**src/rtl/pcs_seq_pkg.sv**
```systemverilog
// Shared types and constants for the PCS generator run-time sequencer.
package pcs_seq_pkg;

   localparam int PCS_SEQ_CNT_WIDTH = 16;  // default width of the phase counters
   localparam int PCS_SEQ_LANES     = 2;   // one lane per PCS generator

   typedef enum logic [2:0] {
      IDLE,
      RANDOM,
      SWEEP,
      DRAIN,
      DONE
   } state_t;

endpackage

```
**src/rtl/pcs_seq_cycle_counter.sv**
```systemverilog
// Loadable down-counter shared by the random, dwell and drain phases.
// A load of N gives exactly N cycles: the count runs N..1 and o_tc marks the
// last of them. The count parks at 0 when no phase is running.
module pcs_seq_cycle_counter
   import pcs_seq_pkg::*;
#(
   parameter int CNT_WIDTH = PCS_SEQ_CNT_WIDTH
) (
   input  logic                 clk,
   input  logic                 i_rst,
   input  logic                 i_load,
   input  logic [CNT_WIDTH-1:0] i_load_val,
   output logic                 o_tc
);

   logic [CNT_WIDTH-1:0] cnt_q;
   logic [CNT_WIDTH-1:0] cnt_d;

   // Next count: a load wins, otherwise count down and stop at zero.
   always_comb begin
      cnt_d = cnt_q;
      if (i_load) begin
         cnt_d = i_load_val;
      end else if (cnt_q != '0) begin
         cnt_d = cnt_q - CNT_WIDTH'(1);
      end
   end

   // Count register with synchronous reset.
   always_ff @(posedge clk) begin
      if (i_rst) begin
         cnt_q <= '0;
      end else begin
         cnt_q <= cnt_d;
      end
   end

   assign o_tc = (cnt_q == CNT_WIDTH'(1));

endmodule

```
**src/rtl/pcs_gen_sequencer.sv**
```systemverilog
// Run-time controller for the PCS generator: random phase, select-code sweep,
// drain, then a done pulse. All outputs are registered and are decoded from
// the next state, so a start in cycle n shows o_valid in cycle n+1.
module pcs_gen_sequencer
   import pcs_seq_pkg::*;
#(
   parameter int TRANSCODER_BLOCKS = 4,
   parameter int CNT_WIDTH         = PCS_SEQ_CNT_WIDTH,
   parameter int DRAIN_CYCLES      = 8
) (
   input  logic                         clk,
   input  logic                         i_rst,
   input  logic                         i_start,
   input  logic                         i_abort,
   input  logic [CNT_WIDTH-1:0]         i_random_cycles,
   input  logic [CNT_WIDTH-1:0]         i_dwell_cycles,
   input  logic [TRANSCODER_BLOCKS-1:0] i_sel_first,
   input  logic [TRANSCODER_BLOCKS-1:0] i_sel_last,
   input  logic [PCS_SEQ_LANES-1:0]     i_lane_en,
   output logic                         o_valid,
   output logic                         o_random_0,
   output logic                         o_random_1,
   output logic [TRANSCODER_BLOCKS-1:0] o_data_sel_0,
   output logic [TRANSCODER_BLOCKS-1:0] o_data_sel_1,
   output logic                         o_sel_strobe,
   output logic                         o_busy,
   output logic                         o_done,
   output logic                         o_aborted
);

   localparam logic [CNT_WIDTH-1:0] DRAIN_LOAD = CNT_WIDTH'(DRAIN_CYCLES);

   state_t                       state_q, state_d;
   logic [TRANSCODER_BLOCKS-1:0] sel_q, sel_d;
   // configuration latched at start; the random length is consumed at start
   logic [CNT_WIDTH-1:0]         dwell_q, dwell_d;
   logic [TRANSCODER_BLOCKS-1:0] last_q, last_d;
   logic [TRANSCODER_BLOCKS-1:0] first_q, first_d;
   logic [PCS_SEQ_LANES-1:0]     lane_q, lane_d;
   // output registers
   logic                         valid_q, valid_d;
   logic [PCS_SEQ_LANES-1:0]     random_q, random_d;
   logic [TRANSCODER_BLOCKS-1:0] dsel0_q, dsel0_d;
   logic [TRANSCODER_BLOCKS-1:0] dsel1_q, dsel1_d;
   logic                         strobe_q, strobe_d;
   logic                         busy_q, busy_d;
   logic                         done_q, done_d;
   logic                         aborted_q, aborted_d;
   // phase counter control
   logic                         cnt_load;
   logic [CNT_WIDTH-1:0]         cnt_load_val;
   logic                         cnt_tc;

   pcs_seq_cycle_counter #(
      .CNT_WIDTH (CNT_WIDTH)
   ) u_cnt (
      .clk        (clk),
      .i_rst      (i_rst),
      .i_load     (cnt_load),
      .i_load_val (cnt_load_val),
      .o_tc       (cnt_tc)
   );

   // Next state, config latch, sel register, counter control and output decode.
   always_comb begin
      state_d      = state_q;
      sel_d        = sel_q;
      dwell_d      = dwell_q;
      first_d      = first_q;
      last_d       = last_q;
      lane_d       = lane_q;
      cnt_load     = 1'b0;
      cnt_load_val = '0;
      aborted_d    = 1'b0;

      if ((state_q != IDLE) && i_abort) begin
         state_d   = IDLE;
         aborted_d = 1'b1;
      end else begin
         case (state_q)
            IDLE: begin
               if (i_start) begin
                  dwell_d = i_dwell_cycles;
                  first_d = i_sel_first;
                  last_d  = i_sel_last;
                  lane_d  = i_lane_en;
                  if (i_random_cycles != '0) begin
                     state_d      = RANDOM;
                     cnt_load     = 1'b1;
                     cnt_load_val = i_random_cycles;
                  end else begin
                     state_d      = SWEEP;
                     sel_d        = i_sel_first;
                     cnt_load     = 1'b1;
                     cnt_load_val = (i_dwell_cycles == '0) ? CNT_WIDTH'(1) : i_dwell_cycles;
                  end
               end
            end
            RANDOM: begin
               if (cnt_tc) begin
                  state_d      = SWEEP;
                  sel_d        = first_q;
                  cnt_load     = 1'b1;
                  cnt_load_val = (dwell_q == '0) ? CNT_WIDTH'(1) : dwell_q;
               end
            end
            SWEEP: begin
               if (cnt_tc) begin
                  if (sel_q == last_q) begin
                     state_d      = DRAIN;
                     cnt_load     = 1'b1;
                     cnt_load_val = DRAIN_LOAD;
                  end else begin
                     // modulo-2^TRANSCODER_BLOCKS increment wraps through 0
                     sel_d        = sel_q + TRANSCODER_BLOCKS'(1);
                     cnt_load     = 1'b1;
                     cnt_load_val = (dwell_q == '0) ? CNT_WIDTH'(1) : dwell_q;
                  end
               end
            end
            DRAIN: begin
               if (cnt_tc) begin
                  state_d = DONE;
               end
            end
            DONE: begin
               state_d = IDLE;
            end
            default: begin
               state_d = IDLE;
            end
         endcase
      end

      // outputs follow the state being entered
      valid_d  = (state_d == RANDOM) || (state_d == SWEEP);
      random_d = (state_d == RANDOM) ? lane_d : '0;
      dsel0_d  = ((state_d == SWEEP) && lane_d[0]) ? sel_d : '0;
      dsel1_d  = ((state_d == SWEEP) && lane_d[1]) ? sel_d : '0;
      // every entry into a code reloads the dwell counter
      strobe_d = (state_d == SWEEP) && cnt_load;
      busy_d   = (state_d != IDLE);
      done_d   = (state_d == DONE);
   end

   // FSM state, configuration and output registers.
   always_ff @(posedge clk) begin
      if (i_rst) begin
         state_q   <= IDLE;
         sel_q     <= '0;
         dwell_q   <= '0;
         first_q   <= '0;
         last_q    <= '0;
         lane_q    <= '0;
         valid_q   <= 1'b0;
         random_q  <= '0;
         dsel0_q   <= '0;
         dsel1_q   <= '0;
         strobe_q  <= 1'b0;
         busy_q    <= 1'b0;
         done_q    <= 1'b0;
         aborted_q <= 1'b0;
      end else begin
         state_q   <= state_d;
         sel_q     <= sel_d;
         dwell_q   <= dwell_d;
         first_q   <= first_d;
         last_q    <= last_d;
         lane_q    <= lane_d;
         valid_q   <= valid_d;
         random_q  <= random_d;
         dsel0_q   <= dsel0_d;
         dsel1_q   <= dsel1_d;
         strobe_q  <= strobe_d;
         busy_q    <= busy_d;
         done_q    <= done_d;
         aborted_q <= aborted_d;
      end
   end

   assign o_valid      = valid_q;
   assign o_random_0   = random_q[0];
   assign o_random_1   = random_q[1];
   assign o_data_sel_0 = dsel0_q;
   assign o_data_sel_1 = dsel1_q;
   assign o_sel_strobe = strobe_q;
   assign o_busy       = busy_q;
   assign o_done       = done_q;
   assign o_aborted    = aborted_q;

endmodule
```
**config.mk**
```make
export PLATFORM = sky130hd
export DESIGN_NAME = pcs_gen_sequencer
export DESIGN_NICKNAME = d
export VERILOG_FILES = /design/src/rtl/pcs_seq_pkg.sv /design/src/rtl/pcs_seq_cycle_counter.sv /design/src/rtl/pcs_gen_sequencer.sv
export SDC_FILE = /design/constraint.sdc
export NUM_CORES = 1
export LEC_CHECK = 0
export CORE_UTILIZATION = 56
export DETAILED_ROUTE_END_ITERATION = 10
export PLACE_DENSITY = 0.93
export SLEW_MARGIN = 20
export SYNTH_ARGS = -nofsm -noshare
export SYNTH_HDL_FRONTEND = slang
export SYNTH_SLANG_ARGS = --single-unit
```
**constraint.sdc**
```tcl
create_clock -name clk -period 2.9 [get_ports clk]
set_input_delay 0.725 -clock clk [delete_from_list [all_inputs] [get_ports clk]]
set_output_delay 0.725 -clock clk [all_outputs]
set_load 0.05 [all_outputs]
```
# Yosys cells after proc, flatten, opt, wreduce, memory -nomap -nowiden
# Index checks and enable logic that the tools add are counted.
# op_classes
n_mux	34
n_eq_ne	8
bitwise	4
n_reduce_logical	18
n_addsub	2
# ops
cell	n
$mux W16	10
$pmux W16 S3	1
$logic_not A16 Y1	2
$reduce_bool A16 Y1	2
$mux W4	6
$mux W3	6
$eq A16 B1 Y1 const B	1
$sub A16 B1 Y16 const B	1
$pmux W3 S4	1
$pmux W4 S3	1
$eq A3 B2 Y1 const B	3
$mux W2	4
$reduce_or A2 Y1	4
$eq A3 B1 Y1 const B	2
$reduce_bool A3 Y1	2
$add A4 B1 Y4 const B	1
$eq A4 B4 Y1	1
$logic_and A1 B1 Y1	4
$mux W1	4
$not A1 Y1	4
$eq A3 B3 Y1 const B	1
$logic_not A3 Y1	1
$reduce_and A3 Y1	1
$pmux W1 S2	1
other kinds (2)	2
# totals
elab_cells	81
output_inout_bits	15
regBits	64
input_bits	46

# Longest topological paths before layout
# Gate-level depths: netlist of the first run.
# depth
ltp_word	9
mapped_depth	10
depth_no_buf	8

# By module
# Synthesis of the first run repeated with hierarchy kept, for this count alone.
# hier_totals
hier_cells	423
hier_area_um2	3504.6
# modules_own_cells
module	cells_per_inst	area_per_inst_um2	seq_area_each_um2	instances
pcs_gen_sequencer	320	2608.8	960.9	1
pcs_seq_cycle_counter	103	895.9	320.3	1

# Least setup slack after synthesis of the first run
# OpenSTA, ideal clock, no wires.
# synth_path
path_type	input port to flip-flop
start	input i_random_cycles[11]
end	register u_cnt.cnt_q[11]
arrival_time_ns	2.029
path_buffers	2
slack_ns	0.806
cell_stages	8
setup_time_ns	0.065
required_ns	2.835
cell_sequence	nor4_1 > and4_1 > buf_2 > clkbuf_1 > a21oi_1 > o22ai_1 > nor2_1 > nor2_1
# synth_via
elab_chain_cells	6
# synth_lines
element	line	text
from (decl)	pcs_gen_sequencer.sv:15	input logic [CNT_WIDTH-1:0] i_random_cycles,
$reduce_bool A16 Y1	pcs_gen_sequencer.sv:87	if (i_random_cycles != '0) begin
$mux W16 (*)	pcs_gen_sequencer.sv:87	
$mux W16 (*)	pcs_gen_sequencer.sv:82	if (i_start) begin
$pmux W16 S3 (*)	pcs_gen_sequencer.sv:80	case (state_q)
$mux W16 (*)	pcs_gen_sequencer.sv:76	if ((state_q != IDLE) && i_abort) begin
$mux W16 (*)	pcs_seq_cycle_counter.sv:22	if (i_load) begin
to (signal assigned)	pcs_seq_cycle_counter.sv:34	cnt_q <= cnt_d;
to (decl)	pcs_seq_cycle_counter.sv:16	logic [CNT_WIDTH-1:0] cnt_q;
# Every way passes the cells marked *; elsewhere a longest branch is shown, timed or not.
# A chain may end at the register's enable or synchronous reset.

# Worst setup path in the final report of the first run
# layout_path
start	input i_random_cycles[11]
end	register dsel0_q[1], in the netlist o_data_sel_0[1]
# layout_via
elab_chain_cells	9
elab_cells_between_ends	13
cone_classes	eq/ne (1); mux (8); bitwise (1); reduce/logical (3)
# layout_lines
element	line	text
$reduce_bool A16 Y1 (*)	pcs_gen_sequencer.sv:87	
$mux W2	pcs_gen_sequencer.sv:87	
$mux W3	pcs_gen_sequencer.sv:82	
$pmux W3 S4	pcs_gen_sequencer.sv:80	
$mux W3	pcs_gen_sequencer.sv:76	
$eq A3 B2 Y1	pcs_gen_sequencer.sv:138	dsel0_d = ((state_d == SWEEP) && lane_d[0]) ? sel_d : '0;
$logic_and A1 B1 Y1	pcs_gen_sequencer.sv:138	
$not A1 Y1 (no source line)	n/a	
$reduce_or A2 Y1 (no source line)	n/a	
to (signal assigned)	pcs_gen_sequencer.sv:172	dsel0_q <= dsel0_d;
to (decl)	pcs_gen_sequencer.sv:43	logic [TRANSCODER_BLOCKS-1:0] dsel0_q, dsel0_d;
# Marked as above.

==> results by group, run 1 <==
Run status
  – Status: completed

Floorplan
  – # rows: 27
  – Die area: 0.00609 sq mm
  – Core area: 0.00554 sq mm
  – Die Y-Extent: between 70 and 80 microns
  – Starting Density: about three fifths
  – IO Count: a little over 60
  – Die W: between 70 and 80 microns

STA
  – Highest Clock Rate: just over 400 MHz
  – Actual slew at the worst max-slew pin: roughly 0.73 ns
  – Final Skew: between 0.009 and 0.01 ns
  – Total negative setup slack: 0 ns
  – Max_slew headroom: 51.1%
  – Final Cycle Share: a little over four fifths
  – Min cycle time layout: around 2.5 ns
  – Count of pins over their slew limit: 0
  – RSZ-0062 raised after global routing: false
  – Setup violators final: 0
  – Hold Violations, Final: 0

Drt
  – Vias per cell: 6.08
  – DRC: 0
  – Detailed Route WL: ~9 mm
  – DR vias: between 3000 and 4000
  – DRT Pass-1 Iters: 5
  – Initial drt markers: roughly 370
  – Routed wire length per instance: roughly 16 microns
  – Post-detailed-route count of antenna-violating nets: 0

Placed design
  – Port bufs: 60
  – Post-DP Area: a little under 0.004 sq mm
  – RD Place Congestion: between 0.9 and 1
  – HPWL reported at the end of detailed placement: around 6.5 mm

Setup path
  – Max FO, Critical Path: 10
  – Crit Path Class: in -> reg
  – Worst R2R Path Depth: 7
  – CP Launch Type: input port
  – Worst R2R Setup Slack: roughly 0.5 ns
  – Critical Path AT: roughly 2.7 ns
  – Worst R2R Start: u_cnt.cnt_q[6]
  – FF-to-FF End: sel_q[2]
  – Critical path required time: about 3.2 ns
  – CP Capture Type: register

Synthesis
  – XOR/XNOR share of the synthesized area: about 5.7%
  – Share of synthesized registers carrying an async set or reset: 0%
  – Yosys cell types: 54
  – Mapped Area: approximately 0.0032 sq mm
  – Post-synthesis simple-gate area fraction: about 28%
  – Synth area leader: dfxtp_1
  – Synth Register Bits: between 60 and 70
  – Mapped Avg Cell Area: around 7.8 sq um
  – Mux share of post-synthesis cell area: less than 1%
  – Compound-Gate Fraction of Synth Area: 19.1%
  – Post-Syn Instances: 413
  – Main combinational cell family by area after synthesis: simple AND/OR/NAND/NOR gates
  – Leading post-synthesis cells by cell area: dfxtp_1 40%, nand2_1 7.4%, a21oi_1 6.8%, nor2_1 5.4%, xnor2_1 3.5%
  – Post-synth top cells: 64 x dfxtp_1, 64 x nand2_1, 47 x nor2_1
  – Post-synthesis adder-cell area fraction: 1.16%
  – Seq/Total Area, Yosys: about 40%
  – Synth Flop Type: dfxtp_1
  – Syn Nets: about 460
  – Area fraction of the dominant cell type after synthesis: around 40%
  – Synthesis Warnings: 0
  – Post-synth EDFFs: 0

Cells and area
  – Area Growth Syn to Fin: 25.9%
  – Fill count: 426
  – Cell area after layout: 0.00408 sq mm
  – # nets final: roughly 520
  – Multi-input gate area: around 0.0018 sq mm
  – Share of cells above drive strength 1: 8.60%
  – Sequential cell area: approximately 0.0013 sq mm
  – Antenna Cells: 0

Hold path
  – Worst Hold Class: reg -> reg
  – Hold path endpoint: first_q[0]
  – Hold path depth: 2
  – Hold Startpoint: first_q[0]

GRT
  – Initial antenna violation count: 0
  – Vias in the first global route: ~3200
  – GRT overflow: 0
  – Largest net degree at the start of global routing: 39
  – First-pass GRT wire length: around 15 mm
  – GRT Total Usage: about a third

Clock tree
  – Total CTS buffers: 9
  – CTS Hold Buffers Added: 0
  – Root Buffer: clkbuf_8
  – Post-CTS sizing: 0
  – Clock buffer depth: 2
  – Postcts setup bufs: 0
  – CTS tree: done
  – CTS sink cnt: between 60 and 70
  – H-Tree Depth: 3
  – Skew-Pair Late Insertion Delay: around 0.35 ns
  – Reg clk slew, reported paths: ~0.070 ns

Pwr
  – Leakage: roughly 0.0015 uW
  – Peak supply drop: just over 0.5 mV
  – Pwr per Cell Area: between 500 and 600 mW/mm^2

Job
  – Max_cap viols: 0
[registers in the layout, indices dropped and copies added (netlist names), 2 cells and up]
register / flops
dwell_q: 16
u_cnt.cnt_q: 16
first_q: 4
last_q: 4
o_data_sel_0: 4
o_data_sel_1: 4
sel_q: 4
state_q: 3
lane_q: 2
random_q: 2
[how the worst max path moves through the flow]
stage | startpoint | to | cells after the start
3_3_place_gp | i_random_cycles[11] | o_data_sel_0[2] | 7
6_report | i_random_cycles[11] | o_data_sel_0[1] | 7
4_1_cts | i_random_cycles[11] | o_data_sel_0[1] | 7
2_1_floorplan | i_random_cycles[11] | u_cnt.cnt_q[11] | 8
5_1_grt | i_random_cycles[8] | o_data_sel_0[1] | 7
3_5_place_dp | i_random_cycles[11] | o_data_sel_0[1] | 7
[layout make-up]
type	instances	area share, %
repair buffers	71	16.7
clock inverters	2	0.307
flip-flops and latches	64	31.4
inverters	17	1.56
well taps	72	2.21
multi-input cells	309	43.6
clock buffers	14	4.23
[cells in the final DEF (no fill, tap or decap), types with 2 or more instances in the layout]
master,instances
a211oi_1,2
a21oi_1,44
a31oi_1,10
and2_1,2
and3_1,6
and4_1,2
buf_4,11
clkbuf_1,2
clkbuf_8,12
clkdlybuf4s50_1,60
dfxtp_1,64
ha_1,3
inv_1,17
mux2i_1,3
nand2_1,64
nand3_1,8
nand4_1,3
nor2_1,47
nor3_1,16
nor3_2,4
nor4_1,12
nor4_2,2
o2111a_1,3
o211ai_1,2
o21ai_0,13
o22ai_1,17
or3_1,2
xnor2_1,13
xor2_1,8
[kinds of logic (layout without fill, tap and decap cells)]
group / Yosys count / count (layout)
and+or+nand+nor: 181 / 181
buffers and inverters: 40 / 104
muxes: 3 / 3
DFF: 64 / 64
adders and majority gates: 3 / 3
AOI/OAI and AO/OA: 101 / 101
xor gates and xnor gates: 21 / 21
[per-stage QoR]
step	hold WS, ns	worst slack [ns]	instances	total power [uW]	util (%)
6_report	0.461	0.448	549	2310	73.7
5_1_grt	0.486	0.303	549	2420	73.7
4_1_cts	0.465	0.488	549	2300	73.7
3_5_place_dp	0.456	0.131	533	1600	70.3
3_3_place_gp	0.439	0.245	533	1580	70.3
2_1_floorplan	0.432	0.806	413	1410	-
[routing by layer]
metal  up-vias  wire length [microns]  GRT usage (%)  part of all wire, %
li1       1574                      -              -                    -
met3        22                    682           7.09                  7.6
met4         0                    192           11.1                  2.1
met5         -                      0              0                    0
met2       170                   4360           51.3                   48
met1      1572                   3770           41.8                   42
[critical path, cell delays in order]
cell	delay, ns
clkdlybuf4s50_1	0.42
nor4_1	0.29
and4_1	0.43
a21boi_0	0.25
a31oi_4	0.25
nand2_4	0.13
nor3_1	0.22
[power by group]
part	internal, uW	switching [uW]
Clock	380	333
Sequential	953	76.2
Combinational	250	320
Power figures use the tool's default switching activity.
==> run 2: changes to the inputs <==
CORE_UTILIZATION = 52   (was 56)
PLACE_DENSITY = 0.88   (was 0.93)
clock period = 2.3 ns   (was 2.9 ns; I/O delays follow)
==> results by group, run 2 (synthesized netlist as in run 1, its figures left out) <==
Clock tree
  – Total CTS buffers: 9 (unchanged)
  – CTS tree: done
  – CTS sink cnt: 64 (unchanged)
  – Post-CTS sizing: 0 (unchanged)
  – Skew-Pair Late Insertion Delay: 0.36 ns (about the same)
  – Clock buffer depth: 2 (unchanged)
  – H-Tree Depth: 3 (unchanged)
  – Root Buffer: clkbuf_8
  – Reg clk slew, reported paths: 0.08 ns (about the same)
  – CTS Hold Buffers Added: 0 (unchanged)
  – Postcts setup bufs: 0 (unchanged)

Cells and area
  – Share of cells above drive strength 1: 15.5% (+6.9 points)
  – Cell area after layout: 0.00435 sq mm (+6.5%)
  – Area Growth Syn to Fin: 34.2%
  – # nets final: 555 (+6.5%)
  – Antenna Cells: 0 (unchanged)
  – Most frequent cells in the layout: 64 x nand2_1, 64 x dfxtp_1, 60 x clkdlybuf4s50_1
  – Top Registers: dwell_q x16, u_cnt.cnt_q x16
  – Fill count: 452 (+6.1%)
  – Final core occ: 73.0% (-0.66 points)

GRT
  – GRT overflow: 0 (unchanged)
  – Met3 usage: 6.97% (-0.13 points)
  – GRT Total Usage: 30.5% (-1.2 points)
  – M1 GR Usage: 41.9% (+0.14 points)
  – Largest net degree at the start of global routing: 30 (-23%)
  – First-pass GRT wire length: 15.1 mm (+0.14%)
  – Vias in the first global route: 3122 (-1.2%)
  – Met2 Usage GRT: 47.0% (-4.3 points)
  – GRT busiest layer: met2
  – Initial antenna violation count: 0 (unchanged)

Setup path
  – Worst R2R Path Depth: 7 (unchanged)
  – CP Launch Type: input port
  – Crit. Startpoint: i_random_cycles[3]
  – Max FO, Critical Path: 4 (-6)
  – Worst R2R Start: u_cnt.cnt_q[11]
  – Crit Path Class: in -> reg
  – CP Capture Type: register
  – Worst R2R Setup Slack: 0.16 ns (-0.34 ns)
  – FF-to-FF End: o_data_sel_0[3]
  – Critical Path AT: 2.45 ns (-0.27 ns)
  – Critical path required time: 2.55 ns (-0.62 ns)

Placed design
  – Port bufs: 60 (unchanged)
  – Post-DP Area: 0.00416 sq mm (+6.6%)
  – HPWL reported at the end of detailed placement: 6.79 mm (+5.1%)
  – DP Worst Slack: -0.256 ns (-0.386 ns)
  – RD Place Congestion: 0.932 (-4.1%)

Floorplan
  – Die area: 0.00655 sq mm (+7.5%)
  – Core area: 0.00596 sq mm (+7.5%)
  – IO Count: 61 (unchanged)
  – Starting Density: 54.4% (-4.1 points)
  – # rows: 28 (+3.7%)
  – Die Y-Extent: 80.9 microns (+3.7%)
  – Die W: 80.9 microns (+3.7%)

STA
  – Setup violators final: 0 (unchanged)
  – Max_slew headroom: 65.3% (+14 points)
  – Final Cycle Share: 95.6%
  – RSZ-0062 raised after global routing: true
  – Highest Clock Rate: around 460 MHz
  – Setup WS post-layout: 0.102 ns (-0.345 ns)
  – Hold Violations, Final: 0 (unchanged)
  – Actual slew at the worst max-slew pin: 0.519 ns (-0.213 ns)
  – Total negative setup slack: 0 ns (unchanged)
  – Final Skew: 0.0122 ns (+0.00290 ns)
  – Count of pins over their slew limit: 0 (unchanged)
  – Min cycle time layout: approximately 2.2 ns

Drt
  – Vias per cell: 5.78 (-4.9%)
  – DRT Pass-1 Iters: 5 (unchanged)
  – DRC: 0 (unchanged)
  – Post-detailed-route count of antenna-violating nets: 0 (unchanged)
  – Detailed Route WL: 9.29 mm (+3.1%)
  – Routed wire length per instance: 15.8 microns (-3.4%)
  – DR vias: 3388 (+1.5%)
  – Initial drt markers: 251 (-32%)

Job
  – Max_cap viols: 0 (unchanged)

Pwr
  – Total power: 2970 uW (+29%)
  – Leakage: 0.00167 uW (+10%)
  – Pwr per Cell Area: 684 mW/mm^2 (+21%)
  – Peak supply drop: 0.405 mV (-21%)

Hold path
  – Hold Startpoint: first_q[1]
  – Hold path depth: 2 (unchanged)
  – Worst Hold Class: reg -> reg
  – Hold path endpoint: first_q[1]

Run status
  – Status: completed
## run 2: per-stage QoR
step           hold slack [ns]  std cells
2_1_floorplan            0.432        413
3_3_place_gp             0.438        570
3_5_place_dp             0.447        570
4_1_cts                  0.456        586
5_1_grt                  0.482        586
6_report                 0.454        586
## run 2: final cells by class
| cell class | instances | area [sq um] | area share (%) |
|---|---|---|---|
| inverter | 17 | 63.8 | 1.47 |
| sequential | 64 | 1280 | 29.5 |
| tap | 75 | 93.8 | 2.16 |
| clock buffer | 10 | 138 | 3.17 |
| clock inverter | 6 | 45.0 | 1.04 |
| multi-input combinational | 309 | 1790 | 41.1 |
| timing repair buffer | 105 | 938 | 21.6 |
## run 2: metal layers
| layer | wire length, microns | up-vias |
|---|---|---|
| met5 | 0 | - |
| li1 | - | 1643 |
| met1 | 4220 | 1585 |
| met4 | 159 | 0 |
| met3 | 638 | 18 |
| met2 | 4270 | 142 |
## run 2: worst max path at each step
| stage | to | cells past startpoint |
|---|---|---|
| after floorplan | u_cnt.cnt_q[12] | 10 |
| after detailed placement | o_data_sel_1[3] | 8 |
| after CTS | o_data_sel_1[3] | 7 |
| after global placement | o_data_sel_1[3] | 8 |
| final | o_busy | 6 |
| after global routing | o_data_sel_1[0] | 7 |
## run 2: worst max-delay path, stage by stage
cell	delay (ns)
clkdlybuf4s50_1	0.53
nor4_1	0.08
and4_2	0.27
a21boi_0	0.43
a31oi_4	0.18
or3_1	0.37
## run 2: where the power goes
part / internal (uW) / leakage, uW / switching (uW)
clock: 421 / 0.0000845 / 470
combinational: 365 / 0.00107 / 419
sequential: 1200 / 0.000525 / 95.8
==> run 3: changes to the inputs <==
CORE_UTILIZATION = 63   (was 52)
DONT_BUFFER_PORTS = 1   (was not set)
PLACE_DENSITY = 0.87   (was 0.88)
==> results by group, run 3 (synthesized netlist as in run 1, its figures left out) <==
Pwr
  – Leakage: 0.00133 uW (-21%)
  – Pwr per Cell Area: 821 mW/mm^2 (+20%)
  – Peak supply drop: 0.599 mV (+48%)

GRT
  – Largest net degree at the start of global routing: 40 (+33%)
  – GRT overflow: 0 (unchanged)
  – First-pass GRT wire length: 13.8 mm (-8.5%)
  – Initial antenna violation count: 0 (unchanged)
  – GRT Total Usage: 34.0% (+3.5 points)
  – Vias in the first global route: 2914 (-6.7%)

Placed design
  – # placed instances: 472 (-17%)
  – HPWL reported at the end of detailed placement: 6.06 mm (-11%)
  – RD Place Congestion: 0.909 (-2.4%)
  – Port bufs: 0 (-100%)

Clock tree
  – CTS Hold Buffers Added: 0 (unchanged)
  – CTS sink cnt: 64 (unchanged)
  – Skew-Pair Late Insertion Delay: 0.35 ns (about the same)
  – CTS tree: done
  – Root Buffer: clkbuf_8
  – Total CTS buffers: 9 (unchanged)
  – H-Tree Depth: 3 (unchanged)
  – Reg clk slew, reported paths: 0.07 ns (about the same)
  – Clock buffer depth: 2 (unchanged)

STA
  – Max_slew headroom: 57.4% (-7.9 points)
  – Hold Violations, Final: 0 (unchanged)
  – RSZ-0062 raised after global routing: false
  – Min cycle time layout: 2.14 ns (-0.0599 ns)
  – Highest Clock Rate: 468 MHz (+2.8%)
  – Final Skew: 0.00779 ns (-0.00443 ns)
  – Final Cycle Share: 92.9% (-2.6 points)
  – Total negative setup slack: 0 ns (unchanged)
  – Count of pins over their slew limit: 0 (unchanged)
  – Actual slew at the worst max-slew pin: 0.621 ns (+0.102 ns)
  – Setup violators final: 0 (unchanged)

Drt
  – Routed wire length per instance: 18.0 microns (+14%)
  – DRT Pass-1 Iters: 8 (+3)
  – DR vias: 3108 (-8.3%)
  – Post-detailed-route count of antenna-violating nets: 0 (unchanged)
  – Initial drt markers: 315 (+25%)
  – Detailed Route WL: 8.82 mm (-5.0%)
  – Vias per cell: 6.36 (+9.9%)
  – DRC: 0 (unchanged)

Cells and area
  – Top Registers: dwell_q x16, u_cnt.cnt_q x16
  – Most frequent cells in the layout: 64 x nand2_1, 64 x dfxtp_1, 47 x nor2_1
  – Area Growth Syn to Fin: 9.27%
  – Share of cells above drive strength 1: 11.6% (-3.8 points)
  – # nets final: 466 (-16%)
  – Fin cells: 489 (-17%)
  – Antenna Cells: 0 (unchanged)

Setup path
  – Critical Path AT: 2.40 ns (-0.05 ns)
  – Max FO, Critical Path: 15 (+11)
  – Crit Path Class: reg -> reg
  – CP Capture Type: register
  – CP Launch Type: register
  – Critical path required time: 2.56 ns (about the same)

Floorplan
  – Die area: 0.00543 sq mm (-17%)
  – Core area: 0.00485 sq mm (-19%)
  – Starting Density: 66.8% (+12 points)
  – Die W: 73.7 microns (-8.9%)
  – Die Y-Extent: 73.7 microns (-8.9%)
  – IO Count: 61 (unchanged)
  – # rows: 25 (-11%)

Run status
  – Status: completed

Hold path
  – Worst Hold Class: in -> reg

Job
  – Max_cap viols: 0 (unchanged)
==> run 3: worst paths after layout <==
path	from	end	slack (ns)	cells after the start
worst max-delay path	u_cnt.cnt_q[11]	u_cnt.cnt_q[1]	0.16	7
worst min register to register	first_q[1]	first_q[1]	0.46	2
worst min-delay path	i_rst	o_done	0.30	1
worst max register to register	u_cnt.cnt_q[11]	u_cnt.cnt_q[1]	0.16	7
==> run 3: critical path: stages (launching register included) <==
cell	delay [ns]
dfxtp_1	0.36
nor4_2	0.45
and4_4	0.42
o211ai_1	0.11
buf_4	0.21
o22ai_1	0.18
nor2_1	0.10
nor3_1	0.21
==> run 3: power by group <==
| group | switching (uW) | internal (uW) | total (uW) |
|---|---|---|---|
| Combinational | 353 | 254 | 606 |
| Clock | 443 | 528 | 971 |
| Sequential | 129 | 1200 | 1330 |
==> run 3: layer usage <==
layer	global-route usage, %	wire length [microns]	vias up
met5	0	0	-
met4	16.7	242	0
met3	8.92	786	35
met2	50.8	4120	188
met1	45.5	3670	1426
li1	-	-	1459
==> run 3: metrics by stage <==
stage	util [%]	total power, uW	hold WS [ns]	worst slack [ns]	area (sq um)
2_1_floorplan	-	1770	0.432	0.317	3240
6_report	73.0	2910	0.300	0.162	3540
5_1_grt	73.0	3010	0.288	0.00180	3540
3_3_place_gp	68.5	1890	0.431	0.0826	3320
3_5_place_dp	68.5	1920	0.450	-0.00998	3320
4_1_cts	72.6	2870	0.286	0.0719	3520
==> run 3: timing repair <==
action                                  CTS  global route
buffers inserted                          0             1
endpoints found under the setup margin    6            30
pin swaps                                 0             1
resized for setup                         1             3
==> run 3: area by class of cell <==
class                   count  area, sq um
clock inverters             5         56.3
inverters                  17         63.8
repair buffers             16          120
fillers                   348         1310
well taps                  67         83.8
flip-flops and latches     64         1280
multi-input cells         309         1790
clock buffers              11          141
